[config.mk]
export PLATFORM = sky130hd
export DESIGN_NAME = runner_sprite_flat
export DESIGN_NICKNAME = d
export VERILOG_FILES = /design/src/rtl/runner_sprite_pkg.sv /design/src/rtl/runner_sprite_if.sv /design/src/rtl/runner_sprite_btn_sync.sv /design/src/rtl/runner_sprite.sv /design/src/flat_wrapper.sv
export SDC_FILE = /design/constraint.sdc
export NUM_CORES = 1
export LEC_CHECK = 0
export CORE_MARGIN = 4
export CORE_UTILIZATION = 57
export CTS_CLUSTER_SIZE = 10
export DETAILED_ROUTE_END_ITERATION = 10
export PLACE_DENSITY = 0.82
export SLEW_MARGIN = 20
export SYNTH_ARGS = -nofsm -noshare
export SYNTH_HDL_FRONTEND = slang
export SYNTH_SLANG_ARGS = --single-unit
[constraint.sdc]
create_clock -name clk -period 4.3 [get_ports clk]
set_clock_uncertainty 0.1 [all_clocks]
set_input_delay 0.43 -clock clk [delete_from_list [all_inputs] [get_ports clk]]
set_output_delay 0.43 -clock clk [all_outputs]
set_load 0.1 [all_outputs]
[src/rtl/runner_sprite_pkg.sv]
// Shared encodings and constants for the runner sprite pixel stage.
// Frame tick position, visible width and ground strip height live here.
package runner_sprite_pkg;

    typedef enum logic [1:0] {
        GROUND = 2'd0,
        RISE   = 2'd1,
        FALL   = 2'd2
    } state_t;

    localparam logic [9:0] TICK_X         = 10'h2FF;
    localparam logic [8:0] TICK_Y         = 9'd480;
    localparam int         VIS_W          = 640;
    localparam int         GROUND_STRIP_H = 8;

endpackage

[src/rtl/runner_sprite_if.sv]
// Video bus between the sync generator side and the pixel stage.
// Streaming, no back-pressure: one counter position per clock in, one registered pixel colour out.
interface runner_sprite_if;

    logic [9:0] CounterX;
    logic [8:0] CounterY;
    logic       inDisplayArea;
    logic       vga_R;
    logic       vga_G;
    logic       vga_B;

    modport master (
        output CounterX, CounterY, inDisplayArea,
        input  vga_R, vga_G, vga_B
    );

    modport slave (
        input  CounterX, CounterY, inDisplayArea,
        output vga_R, vga_G, vga_B
    );

endinterface

[src/rtl/runner_sprite_btn_sync.sv]
// Two-flop synchronizer for one asynchronous pushbutton.
// Both stages clear on asynchronous reset.
module btn_sync (
    input  logic clk,
    input  logic rst,
    input  logic din,
    output logic dout
);

    logic meta_q, meta_d;
    logic sync_q, sync_d;

    always_comb begin
        meta_d = din;
        sync_d = meta_q;
    end

    always_ff @(posedge clk or posedge rst) begin
        if (rst) begin
            meta_q <= 1'b0;
            sync_q <= 1'b0;
        end else begin
            meta_q <= meta_d;
            sync_q <= sync_d;
        end
    end

    assign dout = sync_q;

endmodule

[src/rtl/runner_sprite.sv]
// Runner sprite pixel stage: once-per-frame jump/move physics and a 1-cycle registered RGB path.
// Draws a yellow runner over a green ground strip on black.
module runner_sprite
    import runner_sprite_pkg::*;
#(
    parameter int SPRITE_W = 16,
    parameter int SPRITE_H = 16,
    parameter int START_X  = 64,
    parameter int GROUND_Y = 400,
    parameter int JUMP_V   = 12,
    parameter int GRAVITY  = 1,
    parameter int MAX_V    = 12,
    parameter int H_STEP   = 2
) (
    input  logic            clk,
    input  logic            reset,
    runner_sprite_if.slave  vid,
    input  logic            btn_jump,
    input  logic            btn_left,
    input  logic            btn_right,
    output logic [9:0]      player_x,
    output logic [8:0]      player_y,
    output logic            airborne,
    output state_t          dbg_state
);

    localparam logic [10:0] STEP11   = 11'(H_STEP);
    localparam logic [10:0] XMAX11   = 11'(VIS_W - SPRITE_W);
    localparam logic [10:0] SW11     = 11'(SPRITE_W);
    localparam logic [9:0]  SH10     = 10'(SPRITE_H);
    localparam logic [9:0]  GY10     = 10'(GROUND_Y);
    localparam logic [9:0]  STRIP_LO = 10'(GROUND_Y + SPRITE_H);
    localparam logic [9:0]  STRIP_HI = 10'(GROUND_Y + SPRITE_H + GROUND_STRIP_H);
    localparam logic [4:0]  JV5      = 5'(JUMP_V);
    localparam logic [4:0]  GRAV5    = 5'(GRAVITY);
    localparam logic [4:0]  MAXV5    = 5'(MAX_V);

    logic jump_s, left_s, right_s;

    btn_sync u_sync_jump  (.clk(clk), .rst(reset), .din(btn_jump),  .dout(jump_s));
    btn_sync u_sync_left  (.clk(clk), .rst(reset), .din(btn_left),  .dout(left_s));
    btn_sync u_sync_right (.clk(clk), .rst(reset), .din(btn_right), .dout(right_s));

    state_t     state_q, state_d;
    logic [9:0] x_q, x_d;
    logic [8:0] y_q, y_d;
    logic [4:0] vel_q, vel_d;
    logic       armed_q, armed_d;
    logic       airborne_q, airborne_d;
    logic       r_q, r_d, g_q, g_d, b_q, b_d;

    logic        tick;
    logic [10:0] x11, cx11;
    logic [9:0]  y10, cy10, fall_sum;
    logic [5:0]  vel_inc;
    logic        hit_p, hit_g;

    assign tick = (vid.CounterX == TICK_X) && (vid.CounterY == TICK_Y);

    always_comb begin
        state_d  = state_q;
        x_d      = x_q;
        y_d      = y_q;
        vel_d    = vel_q;
        armed_d  = armed_q;
        x11      = {1'b0, x_q};
        y10      = {1'b0, y_q};
        fall_sum = y10 + {5'd0, vel_q};
        vel_inc  = {1'b0, vel_q} + {1'b0, GRAV5};

        if (tick) begin
            // 11-bit arithmetic so the clamps below can never wrap.
            if (left_s && !right_s) begin
                x_d = (x11 >= STEP11) ? 10'(x11 - STEP11) : 10'd0;
            end else if (right_s && !left_s) begin
                x_d = (x11 + STEP11 >= XMAX11) ? XMAX11[9:0] : 10'(x11 + STEP11);
            end

            if (!jump_s) begin
                armed_d = 1'b1;
            end

            case (state_q)
                GROUND: begin
                    if (jump_s && armed_q) begin
                        vel_d   = JV5;
                        state_d = RISE;
                        armed_d = 1'b0;
                    end
                end
                RISE: begin
                    y_d = y_q - {4'd0, vel_q};
                    if (vel_q <= GRAV5) begin
                        vel_d   = 5'd0;
                        state_d = FALL;
                    end else begin
                        vel_d = vel_q - GRAV5;
                    end
                end
                FALL: begin
                    if (fall_sum >= GY10) begin
                        y_d     = GY10[8:0];
                        vel_d   = 5'd0;
                        state_d = GROUND;
                    end else begin
                        y_d   = fall_sum[8:0];
                        vel_d = (vel_inc > {1'b0, MAXV5}) ? MAXV5 : vel_inc[4:0];
                    end
                end
                default: state_d = GROUND;
            endcase
        end

        airborne_d = (state_d != GROUND);
    end

    always_comb begin
        cx11  = {1'b0, vid.CounterX};
        cy10  = {1'b0, vid.CounterY};
        hit_p = (cx11 >= x11) && (cx11 < x11 + SW11) &&
                (cy10 >= y10) && (cy10 < y10 + SH10);
        hit_g = (cy10 >= STRIP_LO) && (cy10 < STRIP_HI);
        r_d   = hit_p;
        g_d   = hit_p | hit_g;
        b_d   = 1'b0;
    end

    always_ff @(posedge clk or posedge reset) begin
        if (reset) begin
            state_q    <= GROUND;
            x_q        <= 10'(START_X);
            y_q        <= 9'(GROUND_Y);
            vel_q      <= 5'd0;
            armed_q    <= 1'b1;
            airborne_q <= 1'b0;
            r_q        <= 1'b0;
            g_q        <= 1'b0;
            b_q        <= 1'b0;
        end else begin
            state_q    <= state_d;
            x_q        <= x_d;
            y_q        <= y_d;
            vel_q      <= vel_d;
            armed_q    <= armed_d;
            airborne_q <= airborne_d;
            r_q        <= r_d;
            g_q        <= g_d;
            b_q        <= b_d;
        end
    end

    // Gate with the already-registered display flag so blanking is always black.
    assign vid.vga_R = r_q & vid.inDisplayArea;
    assign vid.vga_G = g_q & vid.inDisplayArea;
    assign vid.vga_B = b_q & vid.inDisplayArea;

    assign player_x  = x_q;
    assign player_y  = y_q;
    assign airborne  = airborne_q;
    assign dbg_state = state_q;

endmodule

[src/flat_wrapper.sv]
// flat-port wrapper written by rule: the top's interface ports become plain ports
module runner_sprite_flat import runner_sprite_pkg::*;
#(
    parameter int SPRITE_W = 16,
    parameter int SPRITE_H = 16,
    parameter int START_X  = 64,
    parameter int GROUND_Y = 400,
    parameter int JUMP_V   = 12,
    parameter int GRAVITY  = 1,
    parameter int MAX_V    = 12,
    parameter int H_STEP   = 2
)
  (clk, reset, btn_jump, btn_left, btn_right, player_x, player_y, airborne, dbg_state, vid_CounterX, vid_CounterY, vid_inDisplayArea, vid_vga_R, vid_vga_G, vid_vga_B);
  runner_sprite_if vid_i ();
  input  logic clk;
  input  logic reset;
  input  logic btn_jump;
  input  logic btn_left;
  input  logic btn_right;
  output logic [9:0] player_x;
  output logic [8:0] player_y;
  output logic airborne;
  output state_t dbg_state;
  input wire logic [$bits(vid_i.CounterX)-1:0] vid_CounterX;
  input wire logic [$bits(vid_i.CounterY)-1:0] vid_CounterY;
  input wire logic [$bits(vid_i.inDisplayArea)-1:0] vid_inDisplayArea;
  output wire logic [$bits(vid_i.vga_R)-1:0] vid_vga_R;
  output wire logic [$bits(vid_i.vga_G)-1:0] vid_vga_G;
  output wire logic [$bits(vid_i.vga_B)-1:0] vid_vga_B;
  assign vid_i.CounterX = vid_CounterX;
  assign vid_i.CounterY = vid_CounterY;
  assign vid_i.inDisplayArea = vid_inDisplayArea;
  assign vid_vga_R = vid_i.vga_R;
  assign vid_vga_G = vid_i.vga_G;
  assign vid_vga_B = vid_i.vga_B;
  runner_sprite #(.SPRITE_W(SPRITE_W), .SPRITE_H(SPRITE_H), .START_X(START_X), .GROUND_Y(GROUND_Y), .JUMP_V(JUMP_V), .GRAVITY(GRAVITY), .MAX_V(MAX_V), .H_STEP(H_STEP)) u_core (.clk(clk), .reset(reset), .vid(vid_i), .btn_jump(btn_jump), .btn_left(btn_left), .btn_right(btn_right), .player_x(player_x), .player_y(player_y), .airborne(airborne), .dbg_state(dbg_state));
endmodule
# After elaboration in Yosys (flattened, before gate mapping)
# Index checks and enable logic that the tools add are counted.
[classes] add_sub_neg=8 mul=0 div=0 magnitude_cmp=11 eq_ne=5 shifts=0 mux=19 bitwise_logic=3 n_reduce_logical=18
[op_table] op="$mux W10" count=4
[op_table] op="$mux W5" count=4
[op_table] op="$pmux W9 S2" count=1
[op_table] op="$pmux W5 S3" count=1
[op_table] op="$add A10 B2 Y11 const B" count=1
[op_table] op="$add A10 B5 Y11 const B" count=1
[op_table] op="$ge A11 B10 Y1 const B" count=1
[op_table] op="$lt A10 B11 Y1" count=1
[op_table] op="$add A9 B5 Y10" count=1
[op_table] op="$add A9 B5 Y10 const B" count=1
[op_table] op="$eq A10 B10 Y1 const B" count=1
[op_table] op="$ge A10 B10 Y1" count=1
[op_table] op="$ge A10 B2 Y1 const B" count=1
[op_table] op="$ge A10 B9 Y1 const B" count=1
[op_table] op="$lt A9 B10 Y1" count=1
[op_table] op="$sub A10 B2 Y10 const B" count=1
[op_table] op="$eq A9 B9 Y1 const B" count=1
[op_table] op="$ge A9 B9 Y1" count=1
[op_table] op="$ge A9 B9 Y1 const B" count=1
[op_table] op="$lt A9 B9 Y1 const B" count=1
[op_table] op="$mux W9" count=1
[op_table] op="$sub A9 B5 Y9" count=1
[op_table] op="$logic_and A1 B1 Y1" count=8
[op_table] op="$mux W2" count=4
[op_table] op="17 further kinds" count=24
[totals] register_bits=36 latch_bits=0 mem_bits_rw=0 rom_bits=0 input_bits=25 output_inout_bits=25 elab_cells=78 mem_count=0

# Depth between registers and ports, before layout
[depth] ltp_word=6 mapped_depth=11 depth_no_buf=10

# Hierarchy
# From an unflattened synthesis, not the netlist that was laid out.
[unflattened] cells_unflattened=460 hier_area_um2=3811.2
[by_module_without_submodules] module="runner_sprite" instances=1 cells_each=451 area_per_inst_um2=3649.8 seq_area_each_um2=732.0
[by_module_without_submodules] module="btn_sync" instances=3 cells_each=3 area_per_inst_um2=53.8 seq_area_each_um2=50.0

# Least setup slack after synthesis
# Ideal clock, no wire load.
[synth_path] path_kind="register -> register" from="register u_core.y_q[0] (netlist: u_core.player_y[0])" to="register u_core.vel_q[3]" setup_time_ps=125 arrival_ps=3667 t_required_ps=4075 setup_slack_ps=409 path_stages_with_launch=12 n_path_buf=1 period_less_slack_ps=3891 path_cell_list="dfrtp_1 > ha_1 > inv_1 > fa_1 > or2_4 > a2111oi_2 > a311oi_1 > or4_1 > buf_2 > o21a_4 > a221o_1 > mux2_2"
[synth_via] elab_chain_len=4
[synth_rtl] item="start: declaration" line="runner_sprite.sv:46" source="logic [8:0] y_q, y_d;"
[synth_rtl] item="start signal: assignment" line="runner_sprite.sv:132" source="y_q <= 9'(GROUND_Y);"
[synth_rtl] item="start signal: assignment" line="runner_sprite.sv:142" source="y_q <= y_d;"
[synth_rtl] item="$add A9 B5 Y10" line="runner_sprite.sv:68" source="fall_sum = y10 + {5'd0, vel_q};"
[synth_rtl] item="$ge A10 B9 Y1" line="runner_sprite.sv:101" source="if (fall_sum >= GY10) begin"
[synth_rtl] item="$mux W5" line="runner_sprite.sv:101"
[synth_rtl] item="$pmux W5 S3" line="runner_sprite.sv:83" source="case (state_q)"
[synth_rtl] item="end signal: assignment" line="runner_sprite.sv:143" source="vel_q <= vel_d;"
[synth_rtl] item="end: declaration" line="runner_sprite.sv:47" source="logic [4:0] vel_q, vel_d;"
# Every way passes these cells.
# A chain may end at the register's enable or synchronous reset.

# Final worst setup path
[layout_path] from="register u_core.vel_q[0]" to="register u_core.vel_q[3]"
[layout_via] elab_chain_len=5 word_cells_on_any_way=10 classes_between="add/sub: 3; order compare: 3; mux: 4"
[layout_rtl] item="branches (longest 4 deep; another with $add A9 B5 Y10)"
[layout_rtl] item="$pmux W5 S3 (*)" line="runner_sprite.sv:83"
# Every way passes the cells marked *.

==> flow_summary.ini <==
[yosys]
yosysWarnings = 0
yosys.area_share.simple_pct = 19.3
synth-adder-area-share_pct = 19.0
synth_top_family_by_area = compound AO/OA/AOI/OAI gates
ys_seq_area_share_pct = 23.5
synth_edf_count = 0
synthArstFlopShare_pct = 100
synth_top_area_share_pct = 20.0
synth.mux.area_fraction_pct = 1.10
ys.flop_type = dfrtp_1
syn_area_um2 = 3760
synthXorXnorAreaFrac_pct = 2.80
postSynthCellCount = 468
synth_area_leaders = dfrtp_1, ha_1, a21oi_1
ys_ff_latch = 35
yosysTopAreaCell = dfrtp_1
synth_compound_area_share_pct = 27.0
syn_area_per_cell_um2 = 8.03
yosysUniqueCellTypes = 65

[finish]
drive_gt1_share_pct = 5.50
fillers = 514
syn_to_final_growth_pct = 17.3
nets = 589
n_antenna_cell = 0

[timing]
finalHoldViolations = 0
period_share_pct = 83.4
finalSetupViolCount = 0
grt_setup_unrepaired = false
fin_tns_setup_ps = 0
max-slew-margin-rel_pct = 31.5
fmax_ghz = 0.279
tightest_slew_ps = 1020
final.min_clock_period_ps = 3590
finalMaxSlewViolations = 0

[global_route]
antenna_found_initial = 0
overflow = 0
gr-usage-all-layers_pct = 26.5
grt_pass1_wl_um = 16800
grt_start_max_net_pins = 36
grt_pass1_vias = 3680

[critical_path]
slowest_stage = or4_1
crit_required_ps = 4380
path_max_fanout = 11
crit_arrival_ps = 3670
critical_path_class = reg -> reg
crit_family = compound AO/OA/AOI/OAI gates
path_buf_inv = 1
crit_chain = ha_1 -> inv_1 -> fa_1 -> or2_4 -> a2111oi_2 -> a311oi_1 -> or4_1 -> o21a_4 -> a221o_1 -> mux2_2
endpoint_kind = flip-flop
max_stage_delay_ps = 550
critPathLaunchType = flip-flop

[placement]
io_buffer_count = 47
finalWeightedCongestion = 0.970
dp_hpwl_um = 7590

[drt]
drc = 0
antenna_left = 0
wl_per_cell_um = 17.1
drtIter0Drc = 218
routed_wl_um = 10000
via_count = 3725
first_pass_iters = 5
avgViaCountPerCell = 6.36

[hold_path]
hold_path.class = reg -> reg

[clock_network]
clk_latency_ps = 290
cts_tree = done
cts_htree_levels = 2
postCtsHoldBufs = 0
root_buffer = clkbuf_8
cts_setup_buffers = 0
clk_pin_slew_worst_paths_ps = 80
clk_path_buf_depth = 2
cts_sinks = 35
cts_resized = 0
cts_buffers = 5

[power]
fin_total_pwr_mw = 0.784
power_density_nw_per_um2 = 178
p_leak_nw = 1.86
peakVddDrop_mv = 0.269

[floorplanning]
die_width_um = 89.2
initial_utilization_pct = 58.9
io_pins = 50
die_h_um = 89.2
rows = 29
dieArea_um2 = 7960
core-area_um2 = 6390

[outcome]
status = complete, no violations

[flow_run]
cap_violations = 0
[through the flow]
step / hold WS (ps) / cells / util, % / setup slack [ps] / area, um^2
finish: 253 / 586 / 69.0 / 713 / 4410
detailed placement: 237 / 578 / 66.9 / 752 / 4270
global route: 276 / 586 / 69.0 / 547 / 4410
floorplan: 231 / 469 / - / 409 / 3760
CTS: 256 / 586 / 69.0 / 745 / 4410
global placement: 232 / 578 / 66.9 / 883 / 4270
[sequential cells by signal (all words and copies together) (netlist names)]
name,cells
u_core.u_sync_jump.dout,1
u_core.vel_q,5
u_core.u_sync_left.dout,1
u_core.r_q,1
u_core.u_sync_right.meta_q,1
u_core.u_sync_right.dout,1
u_core.armed_q,1
u_core.airborne,1
u_core.u_sync_left.meta_q,1
u_core.u_sync_jump.meta_q,1
u_core.g_q,1
u_core.dbg_state,2
u_core.player_x,9
u_core.player_y,9
[synth_stat cells, types with 5 or more instances]
master / number
o21ai_0: 30
a31oi_1: 8
dfrtp_1: 30
xnor2_1: 11
or3_1: 7
nand3_1: 16
ha_1: 54
nor2b_1: 8
o211ai_1: 11
o31ai_1: 5
a21oi_1: 37
nand2_1: 23
clkbuf_1: 12
nand4_1: 7
inv_1: 49
a21o_1: 6
dfstp_2: 5
a211oi_1: 6
nor3_1: 9
nor2_1: 45
[final cells by class]
cell class,count,area (um^2),area share (%)
clock buffers,5,68.8,1.56
clock inverters,3,67.6,1.53
inverters,49,184,4.17
multi-input cells,367,2620,59.4
flip-flops and latches,35,882,20.0
well taps,77,96.3,2.19
repair buffers,50,493,11.2
[where the power goes]
group          switching [mW]  total (mW)  internal (mW)
sequential           0.000979       0.334          0.333
clock                   0.133       0.364          0.231
combinational          0.0476      0.0865         0.0388
[path summary, 6_finish.rpt]
check / from / endpoint / slack (ps) / cells past startpoint
hold reg to reg: u_core.u_sync_left.meta_q / u_core.u_sync_left.dout / 250 / 0
max in group asynchronous: reset / u_core.player_y[8] / 3310 / 3
setup / recovery: u_core.vel_q[0] / u_core.vel_q[3] / 710 / 10
min in group asynchronous: reset / u_core.u_sync_jump.dout / 430 / 3
hold / removal: u_core.u_sync_left.meta_q / u_core.u_sync_left.dout / 250 / 0
setup reg to reg: u_core.vel_q[0] / u_core.vel_q[3] / 710 / 10
[kinds of logic after synthesis]
family,after synthesis
AOI/OAI and AO/OA,150
DFF,35
muxes,4
buffers and inverters,67
xor gates and xnor gates,12
other,1
adders and majority gates,56
and+or+nand+nor,143
[worst reg2reg max path: cells and delay by family, from the launching register on]
family,cells,cell delay (ps)
compound gates,4,1000
fa+ha+maj,2,690
buf+inv,1,70
flops,1,540
mux,1,250
simple gates,2,820
[routing by layer]
layer  up-vias  global-route usage (%)  share of wire (%)
li1       1789                       -                  -
met5         -                       0                  0
met1      1737                    33.5                 42
met3        23                    3.78                5.6
met2       176                    45.3                 50
met4         0                    11.0                2.4
[cell usage in the layout (no fill, tap or decap), types with 5 or more instances in the layout]
master	n
clkbuf_8	5
a21o_1	6
clkdlybuf4s50_1	47
inv_1	49
o21ai_0	30
a211oi_1	6
a21oi_1	37
o211ai_1	11
xnor2_1	11
ha_1	54
nand3_1	16
o31ai_1	5
a31oi_1	8
nor2b_1	8
nand4_1	7
dfrtp_1	30
nor2_1	45
nand2_1	23
or3_1	7
dfstp_2	5
nor3_1	9
Power figures use the tool's default switching activity.
